==> config.mk <==
export PLATFORM = sky130hd
export DESIGN_NAME = gcd_job_sequencer
export DESIGN_NICKNAME = d
export VERILOG_FILES = /design/src/rtl/gcd_seq_pkg.sv /design/src/rtl/gcd_seq_fifo.sv /design/src/rtl/gcd_job_sequencer.sv
export SDC_FILE = /design/constraint.sdc
export NUM_CORES = 1
export LEC_CHECK = 0
export CORE_UTILIZATION = 40
export CTS_CLUSTER_SIZE = 20
export DETAILED_ROUTE_END_ITERATION = 16
export GPL_TIMING_DRIVEN = 0
export MAX_ROUTING_LAYER = met4
export PLACE_DENSITY = 0.66
export SLEW_MARGIN = 10
export SYNTH_ARGS = -nofsm -noshare
export SYNTH_HDL_FRONTEND = slang
export SYNTH_HIERARCHICAL = 1
export SYNTH_SLANG_ARGS = --single-unit
==> constraint.sdc <==
create_clock -name Clk -period 3.9 [get_ports Clk]
set_input_delay 0.39 -clock Clk [delete_from_list [all_inputs] [get_ports Clk]]
set_output_delay 0.39 -clock Clk [all_outputs]
set_load 0.02 [all_outputs]
==> src/rtl/gcd_seq_pkg.sv <==
// -----------------------------------------------------------------------------
// gcd_seq_pkg
// Shared definitions for the GCD job sequencer:
//   - seq_state_t : FSM state encoding (S_IDLE, S_START, S_WAIT, S_ACK)
//   - DEF_WIDTH   : default operand/result width (matches the ee354_GCD core)
//   - DEF_DEPTH   : default operand queue depth
//   - sat_inc16   : saturating 16-bit increment, used by the optional cycle
//                   counter (GCD_SEQ_CYCLES_EN builds)
// -----------------------------------------------------------------------------
package gcd_seq_pkg;

  localparam int DEF_WIDTH = 8;
  localparam int DEF_DEPTH = 4;

  typedef enum logic [1:0] {
    S_IDLE  = 2'd0,
    S_START = 2'd1,
    S_WAIT  = 2'd2,
    S_ACK   = 2'd3
  } seq_state_t;

  // Holds at 0xFFFF instead of wrapping.
  function automatic logic [15:0] sat_inc16(input logic [15:0] v);
    return (v == 16'hFFFF) ? v : v + 16'd1;
  endfunction

endpackage

==> src/rtl/gcd_seq_fifo.sv <==
// -----------------------------------------------------------------------------
// gcd_seq_fifo
// DEPTH-entry FIFO holding operand pairs (A, B) for the GCD job sequencer.
// DEPTH must be a power of two so the read/write pointers wrap naturally.
// There is no full bypass: a push into a full FIFO is dropped, as is a pop
// from an empty one.
//
// Ports:
//   clk           : clock
//   rst_n         : synchronous active-low reset (empties the FIFO)
//   push          : write push_a/push_b this cycle (ignored when full)
//   push_a/push_b : operand pair to store
//   pop           : advance the read pointer this cycle (ignored when empty)
//   head_a/head_b : oldest stored pair (valid when !empty)
//   full / empty  : occupancy flags
//   count         : number of stored entries, log2(DEPTH)+1 bits
// -----------------------------------------------------------------------------
module gcd_seq_fifo #(
  parameter int DEPTH = 4,
  parameter int WIDTH = 8
) (
  input  logic                     clk,
  input  logic                     rst_n,
  input  logic                     push,
  input  logic [WIDTH-1:0]         push_a,
  input  logic [WIDTH-1:0]         push_b,
  input  logic                     pop,
  output logic [WIDTH-1:0]         head_a,
  output logic [WIDTH-1:0]         head_b,
  output logic                     full,
  output logic                     empty,
  output logic [$clog2(DEPTH):0]   count
);

  localparam int AW = $clog2(DEPTH);
  localparam int CW = AW + 1;

  logic [WIDTH-1:0] mem_a [DEPTH];
  logic [WIDTH-1:0] mem_b [DEPTH];
  logic [AW-1:0]    wr_ptr;
  logic [AW-1:0]    rd_ptr;
  logic             push_ok;
  logic             pop_ok;

  assign full    = (count == CW'(DEPTH));
  assign empty   = (count == '0);
  assign push_ok = push & ~full;
  assign pop_ok  = pop & ~empty;
  assign head_a  = mem_a[rd_ptr];
  assign head_b  = mem_b[rd_ptr];

  // Storage is not reset; only pointers and count define what is valid.
  always_ff @(posedge clk) begin
    if (push_ok) begin
      mem_a[wr_ptr] <= push_a;
      mem_b[wr_ptr] <= push_b;
    end
  end

  always_ff @(posedge clk) begin
    if (!rst_n) begin
      wr_ptr <= '0;
      rd_ptr <= '0;
      count  <= '0;
    end else begin
      if (push_ok) wr_ptr <= wr_ptr + AW'(1);
      if (pop_ok)  rd_ptr <= rd_ptr + AW'(1);
      case ({push_ok, pop_ok})
        2'b10:   count <= count + CW'(1);
        2'b01:   count <= count - CW'(1);
        default: count <= count;
      endcase
    end
  end

endmodule

==> src/rtl/gcd_job_sequencer.sv <==
// -----------------------------------------------------------------------------
// gcd_job_sequencer
// Feeds operand pairs from a small queue into the single-job ee354_GCD core,
// drives its Start/Ack handshake and presents each result (with the operands
// that produced it) on a valid/ack result port.
//
// Handshakes:
//   Input  : a pair is taken on a clock edge where SCEN & In_Valid & In_Ready.
//            In_Ready depends only on queue occupancy, never on In_Valid.
//   Result : Res_Valid/Res_GCD/Res_A/Res_B hold until an edge with
//            SCEN & Res_Ack; a new capture on that same edge replaces the data
//            and keeps Res_Valid high. Res_Ack while Res_Valid=0 is ignored.
//
// Ports:
//   Clk, Reset (sync, active low), SCEN (global clock enable, shared with core)
//   In_Valid, In_Ready, In_A, In_B         : operand input port
//   Ain, Bin, Start, Ack, q_Done, AB_GCD   : core interface
//   Res_Valid, Res_Ack, Res_GCD, Res_A, Res_B : result port
//   Busy      : FSM not idle, or queue non-empty
//   Jobs_Done : completed-job counter (wraps 255 -> 0)
//   Res_Cycles: S_START+S_WAIT cycles of the last job (GCD_SEQ_CYCLES_EN only)
//   Dbg_State : current FSM state
//
// Build option: define GCD_SEQ_CYCLES_EN to add the per-job cycle counter and
// the Res_Cycles port.
// -----------------------------------------------------------------------------
module gcd_job_sequencer
  import gcd_seq_pkg::*;
#(
  parameter int DEPTH = DEF_DEPTH,
  parameter int WIDTH = DEF_WIDTH
) (
  input  logic             Clk,
  input  logic             Reset,
  input  logic             SCEN,
  input  logic             In_Valid,
  output logic             In_Ready,
  input  logic [WIDTH-1:0] In_A,
  input  logic [WIDTH-1:0] In_B,
  output logic [WIDTH-1:0] Ain,
  output logic [WIDTH-1:0] Bin,
  output logic             Start,
  output logic             Ack,
  input  logic             q_Done,
  input  logic [WIDTH-1:0] AB_GCD,
  output logic             Res_Valid,
  input  logic             Res_Ack,
  output logic [WIDTH-1:0] Res_GCD,
  output logic [WIDTH-1:0] Res_A,
  output logic [WIDTH-1:0] Res_B,
  output logic             Busy,
  output logic [7:0]       Jobs_Done,
`ifdef GCD_SEQ_CYCLES_EN
  output logic [15:0]      Res_Cycles,
`endif
  output seq_state_t       Dbg_State
);

  seq_state_t               state;
  logic [WIDTH-1:0]         head_a;
  logic [WIDTH-1:0]         head_b;
  logic                     q_full;
  logic                     q_empty;
  logic [$clog2(DEPTH):0]   q_count;
  logic                     do_push;
  logic                     do_pop;
  logic                     capture;

  assign In_Ready  = ~q_full;
  assign do_push   = SCEN & In_Valid & ~q_full;
  assign do_pop    = SCEN & (state == S_IDLE) & ~q_empty;
  // Capture only when the result slot is free or being emptied this edge;
  // otherwise the core simply stays in its Done state.
  assign capture   = SCEN & (state == S_WAIT) & q_Done & (~Res_Valid | Res_Ack);
  assign Busy      = (state != S_IDLE) | (q_count != '0);
  assign Dbg_State = state;

  gcd_seq_fifo #(
    .DEPTH (DEPTH),
    .WIDTH (WIDTH)
  ) u_fifo (
    .clk    (Clk),
    .rst_n  (Reset),
    .push   (do_push),
    .push_a (In_A),
    .push_b (In_B),
    .pop    (do_pop),
    .head_a (head_a),
    .head_b (head_b),
    .full   (q_full),
    .empty  (q_empty),
    .count  (q_count)
  );

  // FSM with registered Moore outputs Start/Ack, operand registers,
  // result register and job counter. Nothing moves while SCEN=0.
  always_ff @(posedge Clk) begin
    if (!Reset) begin
      state     <= S_IDLE;
      Start     <= 1'b0;
      Ack       <= 1'b0;
      Ain       <= '0;
      Bin       <= '0;
      Res_Valid <= 1'b0;
      Res_GCD   <= '0;
      Res_A     <= '0;
      Res_B     <= '0;
      Jobs_Done <= 8'd0;
    end else if (SCEN) begin
      if (capture) begin
        Res_Valid <= 1'b1;
        Res_GCD   <= AB_GCD;
        Res_A     <= Ain;
        Res_B     <= Bin;
        Jobs_Done <= Jobs_Done + 8'd1;
      end else if (Res_Ack) begin
        Res_Valid <= 1'b0;
      end

      case (state)
        S_IDLE: begin
          if (!q_empty) begin
            // Ain/Bin stay put from here until the job leaves S_ACK.
            Ain   <= head_a;
            Bin   <= head_b;
            Start <= 1'b1;
            state <= S_START;
          end
        end
        S_START: begin
          Start <= 1'b0;
          state <= S_WAIT;
        end
        S_WAIT: begin
          if (capture) begin
            Ack   <= 1'b1;
            state <= S_ACK;
          end
        end
        S_ACK: begin
          Ack   <= 1'b0;
          state <= S_IDLE;
        end
        default: begin
          Start <= 1'b0;
          Ack   <= 1'b0;
          state <= S_IDLE;
        end
      endcase
    end
  end

`ifdef GCD_SEQ_CYCLES_EN
  logic [15:0] cyc_cnt;

  // Cleared on entry to S_START, counts every enabled S_START/S_WAIT cycle.
  // The value copied out includes the capture cycle itself.
  always_ff @(posedge Clk) begin
    if (!Reset) begin
      cyc_cnt    <= 16'd0;
      Res_Cycles <= 16'd0;
    end else if (SCEN) begin
      if (do_pop) begin
        cyc_cnt <= 16'd0;
      end else if (state == S_START || state == S_WAIT) begin
        cyc_cnt <= sat_inc16(cyc_cnt);
      end
      if (capture) begin
        Res_Cycles <= sat_inc16(cyc_cnt);
      end
    end
  end
`endif

endmodule

# After elaboration in Yosys (flattened, before gate mapping)
# Memories as Yosys holds them, arrays and structs flattened. A register that Yosys moved wholly into a read port is not among the register bits.
# Cells that the tools add are included.
[totals]
regBits = 44
mem_bits_rw = 64
inputBits = 30
out_inout_bits = 55
elab_cells = 68
mem_count = 2
[op_classes]
addsub = 5
eq_ne = 8
muxes = 12
bitwise_logic = 14
reduce_logical = 16
[mem_list]
columns = ["memory", "depth", "width", "rd", "rd_ports_with_merged_regs", "wr", "line", "rtl"]
rows = [
  ["u_fifo.mem_a", 4, 8, 1, 1, 1, "gcd_seq_fifo.sv:38", "logic [WIDTH-1:0] mem_a [DEPTH];"],
  ["u_fifo.mem_b", 4, 8, 1, 1, 1, "gcd_seq_fifo.sv:39", "logic [WIDTH-1:0] mem_b [DEPTH];"],
]
[ops]
columns = ["op", "count"]
rows = [
  ["3-bit AND reduction", 4],
  ["2-bit nonzero test", 5],
  ["1-bit bitwise AND", 9],
  ["8-bit by 1-bit adder with 8-bit output, second input constant", 1],
  ["2-bit case mux with 4 select lines", 1],
  ["2-bit equality test, second input constant", 3],
  ["1-bit 2-to-1 mux", 6],
  ["3-bit case mux with 2 select lines", 1],
  ["2-bit by 1-bit adder with 2-bit output, second input constant", 2],
  ["2-bit by 1-bit equality test with 1-bit output, second input constant", 2],
  ["2-bit 2-to-1 mux", 2],
  ["2-bit != test, second input constant", 2],
  ["1-bit case mux with 2 select lines", 2],
  ["2-bit AND reduction", 2],
  ["3-bit by 1-bit adder with 3-bit output, second input constant", 1],
  ["3-bit equality test, second input constant", 1],
  ["3-bit zero test", 1],
  ["1-bit inverter", 3],
  ["3-bit nonzero test", 1],
  ["3-bit by 1-bit subtractor with 3-bit output, second input constant", 1],
  ["1-bit zero test", 2],
  ["2-bit zero test", 1],
  ["1-bit OR", 2],
]

# Longest topological paths before layout
# Gate-level depths: netlist of run 1.
[depth]
depth_word = 6
mapped_depth = 12
depth_no_buf = 11

# By module
# Netlist of run 1, hierarchy kept.
[by_module_without_submodules]
columns = ["mod", "n_inst", "cells_each", "area_each_um2", "seq_area_each_um2"]
rows = [
  ["gcd_seq_fifo", 1, 138, 2817.7, 2102.0],
  ["gcd_job_sequencer", 1, 254, 2169.6, 1061.0],
]

# Worst setup path after synthesis of run 1
# Ideal clock, no wire load.
[synth_path]
kind = "register to register"
from = "register state[0], in the netlist Dbg_State[0]"
to = "register u_fifo.count[2]"
setup_ns = 0.070
t_arrival_ns = 2.524
required_ns = 3.830
setup_slack_ns = 1.306
path_stages_with_launch = 13
n_path_buf = 1
period_less_slack_ns = 2.594
path_cell_list = "dfxtp_1 -> inv_1 -> ha_1 -> nand3b_2 -> clkinv_1 -> buf_4 -> nor2b_1 -> ha_1 -> inv_1 -> fa_1 -> xor2_1 -> or3_1 -> a21boi_1"
[synth_between]
elab_chain_cells = 6
word_cells_on_any_way = 8
cone_classes = "eq/ne (2); mux (1); bitwise (3); reduce/logical (2)"
[synth_lines]
columns = ["item", "line", "rtl"]
rows = [
  ["from (decl)", "gcd_job_sequencer.sv:59", "seq_state_t state;"],
  ["from (signal assigned)", "gcd_job_sequencer.sv:99", "state <= S_IDLE;"],
  ["from (signal assigned)", "gcd_job_sequencer.sv:127", "state <= S_START;"],
  ["from (signal assigned)", "gcd_job_sequencer.sv:132", "state <= S_WAIT;"],
  ["2-bit zero test (*)", "gcd_job_sequencer.sv:71", "assign do_pop = SCEN & (state == S_IDLE) & ~q_empty;"],
  ["1-bit bitwise AND (*) (2 in a row)", "gcd_job_sequencer.sv:71", ""],
  ["net do_pop", "gcd_job_sequencer.sv:66", "logic do_pop;"],
  ["1-bit bitwise AND (*)", "gcd_seq_fifo.sv:48", "assign pop_ok = pop & ~empty;"],
  ["net u_fifo.pop_ok", "gcd_seq_fifo.sv:43", "logic pop_ok;"],
  ["2-bit by 1-bit equality test with 1-bit output or 2-bit equality test (tied branches)", "gcd_seq_fifo.sv:68", "case ({push_ok, pop_ok})"],
  ["3-bit case mux with 2 select lines or 2-bit nonzero test (tied branches)", "-", ""],
  ["to (signal assigned)", "gcd_seq_fifo.sv:69", "2'b10: count <= count + CW'(1);"],
  ["to (signal assigned)", "gcd_seq_fifo.sv:70", "2'b01: count <= count - CW'(1);"],
  ["to (signal assigned)", "gcd_seq_fifo.sv:71", "default: count <= count;"],
  ["to (decl)", "gcd_seq_fifo.sv:32", "output logic [$clog2(DEPTH):0] count"],
]
# The timed path passes the listed nets; every way through them passes the cells marked *.
# A chain may end at the register's enable or synchronous reset.

# Final worst setup path of run 1
[layout_path]
from = "input SCEN"
to = "register u_fifo.count[2]"
[layout_between]
elab_chain_cells = 5
word_cells_on_any_way = 10
cone_classes = "eq/ne (2); mux (1); bitwise (6); reduce/logical (1)"
[layout_lines]
columns = ["item", "line", "rtl"]
rows = [
  ["from (decl)", "gcd_job_sequencer.sv:35", "input logic SCEN,"],
  ["1-bit bitwise AND (*) (2 in a row)", "gcd_job_sequencer.sv:71", ""],
  ["net do_pop", "gcd_job_sequencer.sv:66", ""],
  ["1-bit bitwise AND (*)", "gcd_seq_fifo.sv:48", ""],
  ["net u_fifo.pop_ok", "gcd_seq_fifo.sv:43", ""],
  ["2-bit by 1-bit equality test with 1-bit output or 2-bit equality test (tied branches)", "gcd_seq_fifo.sv:68", ""],
  ["3-bit case mux with 2 select lines or 2-bit nonzero test (tied branches)", "-", ""],
]
# Marked as above.

==> results_dict.tcl, run 1 <==
set metrics [dict create \
    grt_use_met1_pct 21.1 \
    ioPinCount 85 \
    die_w_um 114 \
    hold_buffers 0 \
    worst_ep_arrival_time_ps 3280 \
    grt_max_degree 17 \
    required_ps 4240 \
    clockRootBuffer "clkbuf_16" \
    syn_area_um2 4990 \
    vias 3256 \
    finalSetupTns_ps 0 \
    vdd_drop_max_mv 0.262 \
    cts_tree "done" \
    grt_antenna_before_repair 0 \
    timing.rr.end "u_fifo/count[2]$_SDFFE_PN0P_" \
    switching_share_pct 23.8 \
    start_kind "input pin" \
    area_delta_synth_final_pct 32.4 \
    slew_violations 0 \
    dieArea_um2 12900 \
    p_leak_uw 0.00222 \
    grt_util_met3_pct 5.10 \
    synth_enable_flop_cells 64 \
    slew_headroom_pct 40.5 \
    grt_pass1_wl_um 16500 \
    crit_fanout 12 \
    postCtsSetupBuffers 0 \
    drtPass1Iterations 4 \
    end_kind "register" \
    numCtsBuffers 17 \
    rsz0062_at_grt "false" \
    syn_nets 433 \
    setup_viol 0 \
    synth.area.top_cells "edfxtp_1 39%, dfxtp_1 25%, mux4_2 7.2%" \
    worstMarginPinSlew_ps 893 \
    path_class "in2reg" \
    rr_startpoint "Dbg_State[0]$_SDFFE_PN0P_" \
    min_to "Ack$_SDFFE_PN0P_" \
    p_seq_share_pct 45.3 \
    clk_path_buf_depth 2 \
    syn_avg_cell_area_um2 12.7 \
    ant_nets 0 \
    grt.busiest_layer "met2" \
    layout-drive-gt1-share_pct 13.4 \
    reg2regPathDepth 12 \
    grt-ovfl-total 0 \
    drtIter0Drc 222 \
    postCtsResizedCells 0 \
    synth_largest_area_cell "edfxtp_1" \
    start_util_pct 41.3 \
    core_um2 12100 \
    ys_types 46 \
    layout.nets 535 \
    clock_power_share_pct 47.2 \
    ys_seq_elements 126 \
    n_antenna_cell 0 \
    finalWirelength_um 10100 \
    p_comb_share_pct 7.5 \
    ys_warn_count 6 \
    cts_max_level 4 \
    clkSinkCount 126 \
    finalPower_uw 3200 \
    hp-class "in2reg" \
    clkTransAtPathRegs_ps 60 \
    placementRows 40 \
    worst_slack_ps 953 \
    reg2reg_slack_ps 960 \
    fin_skew_ps 9.18 \
    holdWs_ps 377 \
    drt-vias-per-instance 4.82 \
    async_flop_share_pct 0 \
    p_switching_uw 760 \
    syn_inst 392 \
    hold_depth 2 \
    finalCriticalPeriod_ps 2950 \
    pwr_density_cell_nw_per_um2 485 \
    numPortBuffers 83 \
    hpwl_um 7050 \
    yosys_most_used_dff "edfxtp_1" \
    clock_latency_ps 410 \
    hp-start "Reset" \
    run_status "finished, final reports clean" \
    grtUsageTotal_pct 17.6 \
    fmaxAchievable_mhz 339 \
    gp_congestion 0.792 \
    ys_seq_area_share_pct 63.4 \
    pre_cts_ws_ps 571 \
    drv_cap 0 \
    die_y_um 114 \
    drc 0 \
    grt_pass1_vias 3241 \
    wl_per_cell_um 15.0 \
    intPower_uw 2440 \
    synth_top_area_share_pct 38.5 \
    hold_viol 0 \
    met2_usage_pct 28.2 \
    min_period_over_period_pct 75.6 \
]
[cell usage in the layout, fill, tap and decap left out, types with 2 or more instances in the layout]
| cell | n |
|---|---|
| mux4_2 | 16 |
| buf_2 | 9 |
| nand2b_1 | 3 |
| nor2_1 | 2 |
| xor2_1 | 4 |
| and3_1 | 3 |
| a21boi_0 | 41 |
| dfxtp_1 | 62 |
| clkinv_4 | 5 |
| mux2i_1 | 3 |
| ha_1 | 10 |
| inv_6 | 6 |
| xnor2_1 | 3 |
| nor2b_1 | 5 |
| inv_1 | 10 |
| clkbuf_1 | 7 |
| edfxtp_1 | 64 |
| a21oi_1 | 3 |
| clkdlybuf4s50_1 | 83 |
| clkbuf_16 | 17 |
| nand2_1 | 96 |
| o21ai_0 | 6 |
| and2_1 | 11 |
| a21boi_1 | 2 |
| or3_1 | 2 |
| nand3_1 | 6 |
[cell type report]
| class | count | area (um^2) |
|---|---|---|
| sequential | 126 | 3160 |
| clock inverter | 15 | 150 |
| inverter | 12 | 45.0 |
| fill | 1008 | 5460 |
| tap | 168 | 210 |
| buffer | 19 | 110 |
| multi-input combinational | 235 | 1670 |
| clock buffer | 17 | 425 |
| timing repair buffer | 83 | 831 |
[layer usage]
layer / wire length, um / part of all wire (%)
met5: 0 / 0
met2: 4970 / 49
met1: 4580 / 45
met4: 139 / 1.4
met3: 429 / 4.2
[through the flow]
stage	util, %	instance area (um^2)	std cells
2_1_floorplan	-	4990	392
3_3_place_gp	50.0	6030	643
3_5_place_dp	50.0	6030	643
4_1_cts	54.8	6600	675
5_1_grt	54.8	6600	675
6_report	54.8	6600	675
[how the worst max path moves through the flow]
stage / startpoint / to / slack (ps) / cells past startpoint
2_1_floorplan: Dbg_State[0]$_SDFFE_PN0P_ / u_fifo/count[2]$_SDFFE_PN0P_ / 1310 / 12
3_3_place_gp: SCEN / u_fifo/count[2]$_SDFFE_PN0P_ / 640 / 12
3_5_place_dp: SCEN / u_fifo/count[2]$_SDFFE_PN0P_ / 570 / 12
4_1_cts: Dbg_State[0]$_SDFFE_PN0P_ / u_fifo/count[2]$_SDFFE_PN0P_ / 970 / 12
5_1_grt: Dbg_State[1]$_SDFFE_PN0P_ / u_fifo/count[2]$_SDFFE_PN0P_ / 710 / 12
6_report: SCEN / u_fifo/count[2]$_SDFFE_PN0P_ / 950 / 12
[cell families (layout without fill, tap and decap cells)]
| family | after synthesis | count (layout) | share of synthesized area [%] |
|---|---|---|---|
| buf+inv | 31 | 146 | 3.11 |
| simple gates | 139 | 139 | 13.0 |
| mux | 19 | 19 | 7.83 |
| flops | 126 | 126 | 63.4 |
| fa+ha+maj | 11 | 11 | 2.91 |
| xor+xnor | 7 | 7 | 1.23 |
| compound gates | 59 | 59 | 8.53 |
[synth_stat cells, types with 2 or more instances]
cell type,instances
nand2b_1,3
buf_2,9
and2_1,11
or3_1,2
dfxtp_1,62
xnor2_1,3
ha_1,10
mux4_2,16
nand3_1,6
a21boi_0,41
xor2_1,4
mux2i_1,3
a21oi_1,3
nor2b_1,5
clkbuf_1,7
and3_1,3
a21boi_1,2
nor2_1,2
edfxtp_1,64
o21ai_0,6
nand2_1,96
inv_1,10
[power groups by stage]
stage / clock network, uW / registers (uW) / logic (uW)
finish: 1510 / 1450 / 240
global route: 1600 / 1450 / 262
CTS: 1530 / 1450 / 243
detailed placement: 0 / 1480 / 241
global placement: 0 / 1480 / 236
floorplan: 0 / 1490 / 117
[state kept, by name, summed over array words and instances (netlist names), named ones only]
| name | cells |
|---|---|
| Res_GCD | 8 |
| u_fifo/wr_ptr | 2 |
| u_fifo/mem_b | 32 |
| Bin | 8 |
| Ack | 1 |
| Dbg_State | 2 |
| Res_A | 8 |
| Ain | 8 |
| u_fifo/rd_ptr | 2 |
| Start | 1 |
| u_fifo/mem_a | 32 |
| u_fifo/count | 3 |
| Res_B | 8 |
| Jobs_Done | 8 |
| Res_Valid | 1 |
[critical path, stage by stage]
cell             delay, ps
clkdlybuf4s50_1        490
buf_2                  230
nand3b_2               230
clkinv_1               220
buf_4                  220
nor2b_1                240
ha_1                   220
inv_1                   60
fa_1                   380
xor2_1                 160
or3_1                  300
a21boi_1               150
Note: power is estimated with default switching activity, not from simulation.
==> run 2, diff against run 1 <==
--- a/config.mk
+++ b/config.mk
@@ -10,7 +10,7 @@
 export DETAILED_ROUTE_END_ITERATION = 16
 export GPL_TIMING_DRIVEN = 0
 export MAX_ROUTING_LAYER = met4
-export PLACE_DENSITY = 0.66
+export PLACE_DENSITY = 0.68
 export SLEW_MARGIN = 10
 export SYNTH_ARGS = -nofsm -noshare
 export SYNTH_HDL_FRONTEND = slang
==> constraint.sdc (replaced) <==
create_clock -name Clk -period 2.7 [get_ports Clk]
set_input_delay 0.27 -clock Clk [delete_from_list [all_inputs] [get_ports Clk]]
set_output_delay 0.27 -clock Clk [all_outputs]
set_load 0.02 [all_outputs]
==> results_dict.tcl, run 2 (same netlist as run 1, synthesis figures left out) <==
set metrics [dict create \
    fin_cells 676 \
    numCtsBuffers 17 \
    grt_max_degree 17 \
    worst_ep_arrival_time_ps 2880 \
    setup_viol 0 \
    vdd_drop_max_mv 0.388 \
    end_kind "register" \
    final_common_cell "nand2_1" \
    p_leak_uw 0.00224 \
    grt-ovfl-total 0 \
    grt_antenna_before_repair 0 \
    cts_tree "done" \
    hp-class "in2reg" \
    drt-vias-per-instance 4.79 \
    ant_nets 0 \
    reg_top3 "u_fifo/mem_a x32, u_fifo/mem_b x32" \
    clkTransAtPathRegs_ps 60 \
    placed_area_um2 6030 \
    clk_path_buf_depth 2 \
    stdcell_area_um2 6650 \
    mostFrequentLayoutCells "96 x nand2_1, 83 x clkdlybuf4s50_1, 64 x edfxtp_1, 62 x dfxtp_1, 41 x a21boi_0" \
    pre_cts_ws_ps -492 \
    path_class "reg2reg" \
    cts_max_level 4 \
    core_um2 12100 \
    start_kind "register" \
    area_delta_synth_final_pct 33.4 \
    grt_pass1_vias 3316 \
    vias 3236 \
    gp_congestion 0.788 \
    run_status "finished, final reports clean" \
    ioPinCount 85 \
    crit_fanout 12 \
    grtUsageTotal_pct 17.2 \
    slew_headroom_pct 43.1 \
    slew_violations 0 \
    worstMarginPinSlew_ps 853 \
    drv_cap 0 \
    grt_pass1_wl_um 16300 \
    start_util_pct 41.3 \
    fin_util_pct 55.2 \
    clock_latency_ps 410 \
    dieArea_um2 12900 \
    min_period_over_period_pct 94.4 \
    finalWirelength_um 10000 \
    layout.nets 536 \
    placementRows 40 \
    wl_per_cell_um 14.8 \
    clockRootBuffer "clkbuf_16" \
    die_y_um 114 \
    hold_viol 0 \
    finalPower_uw 4670 \
    drtIter0Drc 276 \
    finalCriticalPeriod_ps 2550 \
    dpl.cell_count 643 \
    required_ps 3030 \
    fin_skew_ps 9.36 \
    layout-drive-gt1-share_pct 14.2 \
    drc 0 \
    numPortBuffers 83 \
    n_antenna_cell 0 \
    fmaxAchievable_mhz 392 \
    hpwl_um 6920 \
    drtPass1Iterations 4 \
    die_w_um 114 \
    worst_slack_ps 150 \
    clkSinkCount 126 \
    pwr_density_cell_nw_per_um2 702 \
]
run 2: cell count changes in the layout (fill, tap and decap cells not counted), sizes merged:
cell / previous run / this run
clkinvlp: 1 / 4
inv: 18 / 16
buf: 12 / 13
clkinv: 7 / 5
bufinv: 1 / 2
run 2: metal layers:
| layer | vias up | part of all wire [%] | wire (um) | track usage (%) |
|---|---|---|---|---|
| li1 | 1595 | - | - | - |
| met5 | - | 0 | 0 | - |
| met3 | 18 | 4.6 | 461 | 3.77 |
| met2 | 88 | 49 | 4910 | 28.7 |
| met1 | 1535 | 44 | 4450 | 19.8 |
| met4 | 0 | 1.9 | 193 | 8.51 |
run 2: final timing paths:
check	from	end	slack (ps)	cells after the start
setup / recovery	Dbg_State[0]$_SDFFE_PN0P_	u_fifo/count[2]$_SDFFE_PN0P_	150	12
hold / removal	Reset	Ack$_SDFFE_PN0P_	250	2
setup reg to reg	Dbg_State[0]$_SDFFE_PN0P_	u_fifo/count[2]$_SDFFE_PN0P_	150	12
hold reg to reg	Res_A[1]$_SDFFE_PN0P_	Res_A[1]$_SDFFE_PN0P_	460	2
run 2: per-stage QoR:
stage / hold slack, ps / setup TNS [ps]
finish: 250 / 0
global route: 286 / -7.93
CTS: 263 / 0
detailed placement: 457 / -754
global placement: 450 / -592
floorplan: 369 / 0
run 2: final cells by class:
type	count	area [um^2]
multi-input combinational	235	1700
sequential	126	3160
clock inverter	15	159
buffer	19	110
clock buffer	17	425
timing repair buffer	84	838
fill	982	5410
inverter	12	50.0
tap	168	210
run 2: where the power goes:
part           internal (uW)  leakage [uW]  total (uW)  switching, uW
Sequential              2060       0.00108        2100           35.2
Combinational            180      0.000879         364            183
Clock                   1370      0.000277        2210            841
Total                   3610       0.00224        4670           1060
run 2: worst max-delay path, cell delays in order (launching register included):
cell and delay, ps:
dfxtp_1 350, inv_1 140, ha_4 190, nand3b_4 120, clkinv_4 100, buf_4 170, nor2b_4 170, ha_1 190
inv_1 60, fa_1 370, xor2_1 160, or3_1 300, a21boi_1 140
run 2: timing repair:
action	in CTS	in global routing
gates resized for setup	5	2
gates cloned	0	0
hold buffers	0	0
endpoints found under the setup margin	2	1
setup buffers	0	1
==> run 3, diff against run 2 <==
--- a/config.mk
+++ b/config.mk
@@ -5,10 +5,12 @@
 export SDC_FILE = /design/constraint.sdc
 export NUM_CORES = 1
 export LEC_CHECK = 0
+export CAP_MARGIN = 20
 export CORE_UTILIZATION = 40
 export CTS_CLUSTER_SIZE = 20
 export DETAILED_ROUTE_END_ITERATION = 16
 export GPL_TIMING_DRIVEN = 0
+export HOLD_SLACK_MARGIN = 0.08
 export MAX_ROUTING_LAYER = met4
 export PLACE_DENSITY = 0.68
 export SLEW_MARGIN = 10
==> results of run 3 <==
No change in the layout: final DEF, timing and power equal those of run 2.
